$ cat config.mk
export PLATFORM = sky130hd
export DESIGN_NAME = multicycle_main_controller
export DESIGN_NICKNAME = d
export VERILOG_FILES = /design/src/rtl/multicycle_main_controller_pkg.sv /design/src/rtl/multicycle_main_controller_perf_counters.sv /design/src/rtl/multicycle_main_controller.sv
export SDC_FILE = /design/constraint.sdc
export NUM_CORES = 1
export LEC_CHECK = 0
export ABC_AREA = 1
export CAP_MARGIN = 10
export CORE_AREA = 10 10 47 49
export CTS_BUF_LIST = sky130_fd_sc_hd__clkbuf_8
export DETAILED_ROUTE_END_ITERATION = 10
export DIE_AREA = 0 0 57 59
export GPL_ROUTABILITY_DRIVEN = 0
export PLACE_DENSITY = 0.82
export RECOVER_POWER = 50
export SLEW_MARGIN = 40
export SYNTH_ARGS = -nofsm -noshare
export SYNTH_HDL_FRONTEND = slang
export SYNTH_SLANG_ARGS = --single-unit
$ cat constraint.sdc
create_clock -name clk -period 1.96 [get_ports clk]
set_input_delay 0.294 -clock clk [delete_from_list [all_inputs] [get_ports clk]]
set_output_delay 0.294 -clock clk [all_outputs]
set_load 0.1 [all_outputs]
$ cat src/rtl/multicycle_main_controller_pkg.sv
// Shared definitions for the multicycle MIPS main controller: opcodes,
// ALUOp codes (also consumed by the ALU decoder), datapath select codes,
// FSM state encodings and the control-word bundle.
package multicycle_main_controller_pkg;

    // Opcode field values recognised by the main decoder
    localparam logic [5:0] OP_LW    = 6'b100011;
    localparam logic [5:0] OP_SW    = 6'b101011;
    localparam logic [5:0] OP_RTYPE = 6'b000000;
    localparam logic [5:0] OP_BEQ   = 6'b000100;
    localparam logic [5:0] OP_ADDI  = 6'b001000;
    localparam logic [5:0] OP_J     = 6'b000010;

    // ALUOp codes handed to the ALU decoder
    localparam logic [1:0] ALUOP_ADD   = 2'b00;
    localparam logic [1:0] ALUOP_SUB   = 2'b01;
    localparam logic [1:0] ALUOP_FUNCT = 2'b10;

    // ALU B operand select
    localparam logic [1:0] SRCB_REG     = 2'b00;
    localparam logic [1:0] SRCB_FOUR    = 2'b01;
    localparam logic [1:0] SRCB_IMM     = 2'b10;
    localparam logic [1:0] SRCB_IMM_SH2 = 2'b11;

    // Next-PC source select
    localparam logic [1:0] PCSRC_ALU    = 2'b00;
    localparam logic [1:0] PCSRC_ALUOUT = 2'b01;
    localparam logic [1:0] PCSRC_JUMP   = 2'b10;

    // FSM states; the encoding is visible on state_dbg
    typedef enum logic [3:0] {
        S_RESET = 4'd0,
        FETCH   = 4'd1,
        DECODE  = 4'd2,
        MEMADR  = 4'd3,
        MEMRD   = 4'd4,
        MEMWB   = 4'd5,
        MEMWR   = 4'd6,
        EXECUTE = 4'd7,
        ALUWB   = 4'd8,
        BRANCH  = 4'd9,
        ADDIEX  = 4'd10,
        ADDIWB  = 4'd11,
        JUMP    = 4'd12
    } state_t;

    // Moore part of the control word decoded from the current state
    typedef struct packed {
        logic       iord;
        logic       mem_write;
        logic       ir_write;
        logic       reg_dst;
        logic       mem_to_reg;
        logic       reg_write;
        logic       alu_src_a;
        logic [1:0] alu_src_b;
        logic [1:0] alu_op;
        logic [1:0] pc_src;
        logic       pc_write;
        logic       branch;
    } ctrl_t;

    // States that complete an instruction and hand back to FETCH
    function automatic logic is_terminal(input state_t s);
        return s inside {MEMWB, MEMWR, ALUWB, BRANCH, ADDIWB, JUMP};
    endfunction

    // States that wait on the memory ready handshake
    function automatic logic is_mem_wait(input state_t s);
        return s inside {FETCH, MEMRD, MEMWR};
    endfunction

endpackage

$ cat src/rtl/multicycle_main_controller_perf_counters.sv
// Retired-instruction and memory-stall counters for the main controller.
// Only built when MAIN_CTRL_PERF_CNT_EN is defined.
`ifdef MAIN_CTRL_PERF_CNT_EN
module main_ctrl_perf_counters
    import multicycle_main_controller_pkg::*;
#(
    parameter int unsigned CNT_WIDTH = 32
) (
    input  logic                 clk,
    input  logic                 reset,
    input  state_t               state,
    input  logic                 mem_ready,
    output logic [CNT_WIDTH-1:0] instr_cnt,
    output logic [CNT_WIDTH-1:0] stall_cnt
);

    logic [CNT_WIDTH-1:0] instr_cnt_q, instr_cnt_d;
    logic [CNT_WIDTH-1:0] stall_cnt_q, stall_cnt_d;
    logic                 retire;
    logic                 stall;

    // Retire when a terminal state is about to fall back to FETCH; MEMWR only leaves on mem_ready
    always_comb begin
        retire      = is_terminal(state) && ((state != MEMWR) || mem_ready);
        stall       = is_mem_wait(state) && !mem_ready;
        instr_cnt_d = instr_cnt_q;
        stall_cnt_d = stall_cnt_q;
        if (retire) begin
            instr_cnt_d = instr_cnt_q + CNT_WIDTH'(1);
        end
        if (stall) begin
            stall_cnt_d = stall_cnt_q + CNT_WIDTH'(1);
        end
    end

    // Counter registers, wrapping naturally at 2^CNT_WIDTH
    always_ff @(posedge clk or posedge reset) begin
        if (reset) begin
            instr_cnt_q <= '0;
            stall_cnt_q <= '0;
        end else begin
            instr_cnt_q <= instr_cnt_d;
            stall_cnt_q <= stall_cnt_d;
        end
    end

    assign instr_cnt = instr_cnt_q;
    assign stall_cnt = stall_cnt_q;

endmodule
`endif

$ cat src/rtl/multicycle_main_controller.sv
// Multicycle MIPS main control FSM. Sequences fetch/decode/execute/memory/
// writeback, drives datapath enables/selects and ALUOp to the ALU decoder,
// and stalls on mem_ready. Defining MAIN_CTRL_PERF_CNT_EN adds the
// instr_cnt/stall_cnt ports and the performance counters behind them.
module multicycle_main_controller
    import multicycle_main_controller_pkg::*;
#(
    parameter int unsigned CNT_WIDTH = 32
) (
    input  logic                 clk,
    input  logic                 reset,
    input  logic [5:0]           Op,
    input  logic                 Zero,
    input  logic                 mem_ready,
    output logic                 IorD,
    output logic                 MemWrite,
    output logic                 IRWrite,
    output logic                 RegDst,
    output logic                 MemtoReg,
    output logic                 RegWrite,
    output logic                 ALUSrcA,
    output logic [1:0]           ALUSrcB,
    output logic [1:0]           ALUOp,
    output logic [1:0]           PCSrc,
    output logic                 PCEn,
    output logic                 illegal_op,
    output logic [3:0]           state_dbg
`ifdef MAIN_CTRL_PERF_CNT_EN
    ,
    output logic [CNT_WIDTH-1:0] instr_cnt,
    output logic [CNT_WIDTH-1:0] stall_cnt
`endif
);

    state_t state_q, state_d;
    logic   illegal_q, illegal_d;
    ctrl_t  ctrl;

    // Next-state logic; Op is only looked at in DECODE and MEMADR
    always_comb begin
        state_d   = FETCH;
        illegal_d = illegal_q;
        case (state_q)
            S_RESET: state_d = FETCH;
            FETCH:   state_d = mem_ready ? DECODE : FETCH;
            DECODE: begin
                case (Op)
                    OP_LW, OP_SW: state_d = MEMADR;
                    OP_RTYPE:     state_d = EXECUTE;
                    OP_BEQ:       state_d = BRANCH;
                    OP_ADDI:      state_d = ADDIEX;
                    OP_J:         state_d = JUMP;
                    default: begin
                        state_d   = FETCH;
                        illegal_d = 1'b1;
                    end
                endcase
            end
            MEMADR:  state_d = (Op == OP_SW) ? MEMWR : MEMRD;
            MEMRD:   state_d = mem_ready ? MEMWB : MEMRD;
            MEMWB:   state_d = FETCH;
            MEMWR:   state_d = mem_ready ? FETCH : MEMWR;
            EXECUTE: state_d = ALUWB;
            ALUWB:   state_d = FETCH;
            BRANCH:  state_d = FETCH;
            ADDIEX:  state_d = ADDIWB;
            ADDIWB:  state_d = FETCH;
            JUMP:    state_d = FETCH;
            default: state_d = FETCH;
        endcase
    end

    // State and sticky illegal-opcode flag; reset forces S_RESET so all strobes drop at once
    always_ff @(posedge clk or posedge reset) begin
        if (reset) begin
            state_q   <= S_RESET;
            illegal_q <= 1'b0;
        end else begin
            state_q   <= state_d;
            illegal_q <= illegal_d;
        end
    end

    // Moore decode of the control word; FETCH write enables are gated by mem_ready
    always_comb begin
        ctrl = '0;
        case (state_q)
            FETCH: begin
                ctrl.alu_src_b = SRCB_FOUR;
                ctrl.alu_op    = ALUOP_ADD;
                ctrl.pc_src    = PCSRC_ALU;
                ctrl.ir_write  = mem_ready;
                ctrl.pc_write  = mem_ready;
            end
            DECODE: begin
                ctrl.alu_src_b = SRCB_IMM_SH2;
                ctrl.alu_op    = ALUOP_ADD;
            end
            MEMADR: begin
                ctrl.alu_src_a = 1'b1;
                ctrl.alu_src_b = SRCB_IMM;
                ctrl.alu_op    = ALUOP_ADD;
            end
            MEMRD: begin
                ctrl.iord = 1'b1;
            end
            MEMWB: begin
                ctrl.mem_to_reg = 1'b1;
                ctrl.reg_write  = 1'b1;
            end
            MEMWR: begin
                ctrl.iord      = 1'b1;
                ctrl.mem_write = 1'b1;
            end
            EXECUTE: begin
                ctrl.alu_src_a = 1'b1;
                ctrl.alu_src_b = SRCB_REG;
                ctrl.alu_op    = ALUOP_FUNCT;
            end
            ALUWB: begin
                ctrl.reg_dst   = 1'b1;
                ctrl.reg_write = 1'b1;
            end
            BRANCH: begin
                ctrl.alu_src_a = 1'b1;
                ctrl.alu_src_b = SRCB_REG;
                ctrl.alu_op    = ALUOP_SUB;
                ctrl.pc_src    = PCSRC_ALUOUT;
                ctrl.branch    = 1'b1;
            end
            ADDIEX: begin
                ctrl.alu_src_a = 1'b1;
                ctrl.alu_src_b = SRCB_IMM;
                ctrl.alu_op    = ALUOP_ADD;
            end
            ADDIWB: begin
                ctrl.reg_write = 1'b1;
            end
            JUMP: begin
                ctrl.pc_src   = PCSRC_JUMP;
                ctrl.pc_write = 1'b1;
            end
            default: ctrl = '0;
        endcase
    end

    assign IorD       = ctrl.iord;
    assign MemWrite   = ctrl.mem_write;
    assign IRWrite    = ctrl.ir_write;
    assign RegDst     = ctrl.reg_dst;
    assign MemtoReg   = ctrl.mem_to_reg;
    assign RegWrite   = ctrl.reg_write;
    assign ALUSrcA    = ctrl.alu_src_a;
    assign ALUSrcB    = ctrl.alu_src_b;
    assign ALUOp      = ctrl.alu_op;
    assign PCSrc      = ctrl.pc_src;
    assign PCEn       = ctrl.pc_write | (ctrl.branch & Zero);
    assign illegal_op = illegal_q;
    assign state_dbg  = state_q;

`ifdef MAIN_CTRL_PERF_CNT_EN
    main_ctrl_perf_counters #(
        .CNT_WIDTH (CNT_WIDTH)
    ) u_perf_counters (
        .clk       (clk),
        .reset     (reset),
        .state     (state_q),
        .mem_ready (mem_ready),
        .instr_cnt (instr_cnt),
        .stall_cnt (stall_cnt)
    );
`endif

endmodule

* Word level (Yosys, flattened, before mapping)
Index checks and enable logic that the tools add are counted.
W data, S select, Z words.
** Cells by class
- Multiplexer cells :: 17
- Bitwise logic cells :: 3
- Reductions and logical operators :: 8
- Eq/ne operators :: 17
** Operators with widths (number)
- $pmux W4 S5 :: 2
- $pmux W4 S7 :: 1
- $eq A4 B4 Y1 const B :: 5
- $eq A4 B3 Y1 const B :: 4
- $eq A6 B6 Y1 const B :: 2
- $mux W1 :: 9
- $eq A4 B2 Y1 const B :: 2
- $eq A6 B2 Y1 const B :: 1
- $eq A6 B3 Y1 const B :: 1
- $eq A6 B4 Y1 const B :: 1
- $logic_not A6 Y1 :: 1
- $reduce_or A2 Y1 :: 3
- $reduce_or A6 Y1 :: 1
- $eq A4 B1 Y1 const B :: 1
- $mux W2 :: 2
- $pmux W2 S2 :: 1
- $reduce_or A4 Y1 :: 1
- $mux W3 :: 1
- $reduce_or A3 Y1 :: 1
- $pmux W1 S2 :: 1
- $reduce_and A2 Y1 :: 1
- $and A1 B1 Y1 :: 1
- $not A1 Y1 :: 1
- $or A1 B1 Y1 :: 1
** Word-level totals
- Output and inout port bits :: 19
- Register bits :: 5
- Word-level logic and storage cells :: 47
- Bits of input ports :: 10

* Logic depth before layout (Yosys ltp)
Gate-level depths: netlist (run 1).
- Depth after elaboration :: 4
- Gate-level depth with buffers :: 8

* Worst setup path after synthesis (run 1)
OpenSTA, ideal clock, no wires.
- Path type :: register to output
- From :: register state_q[0], in the netlist state_dbg[0]
- To :: output RegWrite
- Slack :: -2.011 ns
- Data required time :: 1.666 ns
- Cell stages (with the launch flop) :: 5
- Arrival time :: 3.677 ns
- Cell sequence :: dfrtp_1 -> nand2_2 -> nor2_1 -> nor2_1 -> o21ai_0
** On the way
- Longest elaborated chain between the ends :: 3
- Elaborated cells between the ends (all ways) :: 5
- Classes of those cells :: eq/ne (3); mux (1); reduce/logical (1)
** RTL lines
- start, declared :: RTL line multicycle_main_controller.sv:35 : state_t state_q, state_d;
- start signal, assigned :: RTL line multicycle_main_controller.sv:79 : state_q <= state_d;
- $eq A4 B3 Y1 or $eq A4 B4 Y1 (tied branches) :: RTL line multicycle_main_controller.sv:87 : case (state_q)
- $reduce_or A3 Y1 (no line) (*)
- $mux W1 (*) :: RTL line multicycle_main_controller.sv:87
- end, declared :: RTL line multicycle_main_controller.sv:20 : output logic RegWrite,
Every way passes the cells marked *; elsewhere a longest branch is shown, timed or not.

* Final worst setup path (run 1)
- From :: register state_q[2], in the netlist state_dbg[2]
- To :: output ALUSrcA
** On the way
- Longest elaborated chain between the ends :: 3
- Elaborated cells between the ends (all ways) :: 6
- Classes of those cells :: eq/ne (4); mux (1); reduce/logical (1)
** RTL lines
- $eq A4 B4 Y1, or another cell as far along :: RTL line multicycle_main_controller.sv:87
- $reduce_or A4 Y1 (no line) (*)
- $mux W1 (*) :: RTL line multicycle_main_controller.sv:87
- end, declared :: RTL line multicycle_main_controller.sv:21 : output logic ALUSrcA,
Marked as above.

==> metrics.txt, run 1 <==
IO Pins 29; slowest CP cell dfrtp_4; M3 GR Usage 5.58%; Rel. slew slack 62.8%; final WL 2000 um; clk slew on worst S/H paths 0.04 ns; WL/cell 14.0 um; largest net degree at the start of global routing 7; vias per inst 4.95; CTS tree built; fin area 1120 um2; core region area 1400 um2; Skew-Pair Late Insertion Delay 0.22 ns; unrepaired setup endpoints after global routing false; crit end category primary output; syn_area_per_cell 5.45 um2; Slew Limit Fails 0; syn nets 105; Worst EP arrival 1.55 ns; vias in the first global route 747; crit-path max FO 6; H-tree levels 1; Layout area overhead 115%; Hold WC Path Type input pin to async pin; buffers and inverters on the worst path 2; die area 3360 um2; Cell Area, Placed 1080 um2; Root Driver clkbuf_8; status completed; Tmin final 1.84 ns; post-DP HPWL 1690 um; Initial Utilization 37.0%; Slowest Stage Delay on Critical Path 0.51 ns; Inserted Diodes 0; Die X-Extent 57 um; post-synthesis sequential area ratio 24.2%; crit-path leading delay family simple AND/OR/NAND/NOR gates; worst path cell trace nor2_2 > inv_2 > nor2_2 > nor2_2 > nand2_4 > buf_12; die height 59 um; worst slew pin tran 0.560 ns; M2 GR Usage 22.5%; starting DRC count in detailed routing 13; # port buffers 28; First-pass DRT Iterations 4; share of cells above drive strength 1 40.9%; num rows 14; Syn Inst Count 95; Netlist cell types 14; GRT overflow 0; hold slack final 0.425 ns; Peak Freq 0.543 GHz; multi-input logic area 440 um2; routed vias 708; global-route wire length before repair 3350 um; CTS sink cnt 5; Max Cap Viol 0; drt drc 0; Total Routing Usage GR 11.8%; fin nets 138; most used cell, CP nor2_2; CP Launch Type register; # Post-CTS Setup Buffers 0; endpoints failing setup 0; worst clock skew 0.00517 ns; FILL cells 108; Seq cells post-synth 5; most frequent cells in the layout 17 x inv_1, 17 x nand2_1, 14 x nand3_1, 14 x buf_12, 12 x nor2_1; Sequential cell area 140 um2; GRT Max-Usage Layer met2; YS warnings 0; Tcrit/Tclk final 94.0%; Num CTS Buffers 3; Hold Violations, Final 0; ANT nets after route 0; worst path required time 1.67 ns; Mapped Area 518 um2; initial antenna violation count 0; met1 GRT Util 11.3%; critical path type register to primary output; maximum clock insertion buffer count 2; final core occ 79.6%
[sequential cells by signal, summed over array words and instances, names as in the netlist]
name / count
illegal_op: 1
state_dbg: 4
[cell families after synthesis]
logic type | synth area share (%)
simple gates | 55.6
buf+inv | 13.8
compound gates | 6.52
flops | 24.2
[cell type report]
type                       count  area share (%)
clock buffer                   3            3.70
clock inverter                 1           0.336
inverter                      19            6.73
multi-input combinational     71            39.5
sequential                     5            12.6
tap                           16            1.79
timing repair buffer          28            35.4
[final timing paths]
kind,startpoint,end,slack [ns],cells past startpoint
worst max-delay path,state_dbg[2],ALUSrcA,0.12,6
worst min-delay path,reset,state_dbg[2],0.43,2
worst max register to register,state_dbg[0],state_dbg[0],0.57,7
worst min register to register,illegal_op,illegal_op,0.48,1
max in group asynchronous,reset,state_dbg[0],1.34,2
min in group clk,illegal_op,illegal_op,0.48,1
[synthesized netlist by cell type]
cell type,number,area (um2)
nor2_1,20,75.1
o21bai_1,1,7.51
inv_1,18,67.6
inv_2,1,3.75
o22ai_1,1,6.26
nor2_2,3,18.8
o21ai_0,2,10.0
nand2_1,21,78.8
nand3_1,15,75.1
dfrtp_1,5,125
a21oi_1,2,10.0
nand2_2,3,18.8
nor3_1,2,10.0
nor2_4,1,11.3
[repair_timing]
| action | in CTS | in global routing |
|---|---|---|
| gates resized for setup | 0 | 1 |
| hold buffers | 0 | 0 |
| setup endpoints to repair | 0 | 1 |
[worst reg2reg max path, cell delays in order (launching register included)]
cell and delay, ns:
dfrtp_4 0.51, inv_1 0.10, nand2_2 0.14, nor2_1 0.26, inv_1 0.11, nand2_1 0.08, nor2_1 0.04, nand3_1 0.08
[routing by layer]
metal  vias to the layer above  part of all wire [%]
li1                        360                     -
met4                         0                   1.5
met3                         2                   8.5
met2                        35                    51
met5                         -                     0
met1                       311                    39
[metrics by stage]
step                setup slack [ns]  std cells  TNS, ns
floorplan                     -0.124         95   -0.500
global placement               0.301        139        0
detailed placement             0.257        139        0
CTS                           0.0484        143        0
global route                  0.0352        143        0
finish                         0.117        143        0
Power of run 1 is left out: the tool's default activity adds up to more than one toggle a clock period on the data nets, which glitch-free logic cannot reach.
==> run 2, diff against run 1 <==
- SLEW_MARGIN: 40 -> unset
==> results of run 2 <==
The final DEF is identical to that of run 1; final timing and power are the same.
Power of run 2 is left out for the same reason.
==> run 3, diff against run 2 <==
- CAP_MARGIN: 10 -> unset
==> results of run 3 <==
The final DEF is identical to that of run 1; final timing and power are the same.
Power of run 3 is left out for the same reason.
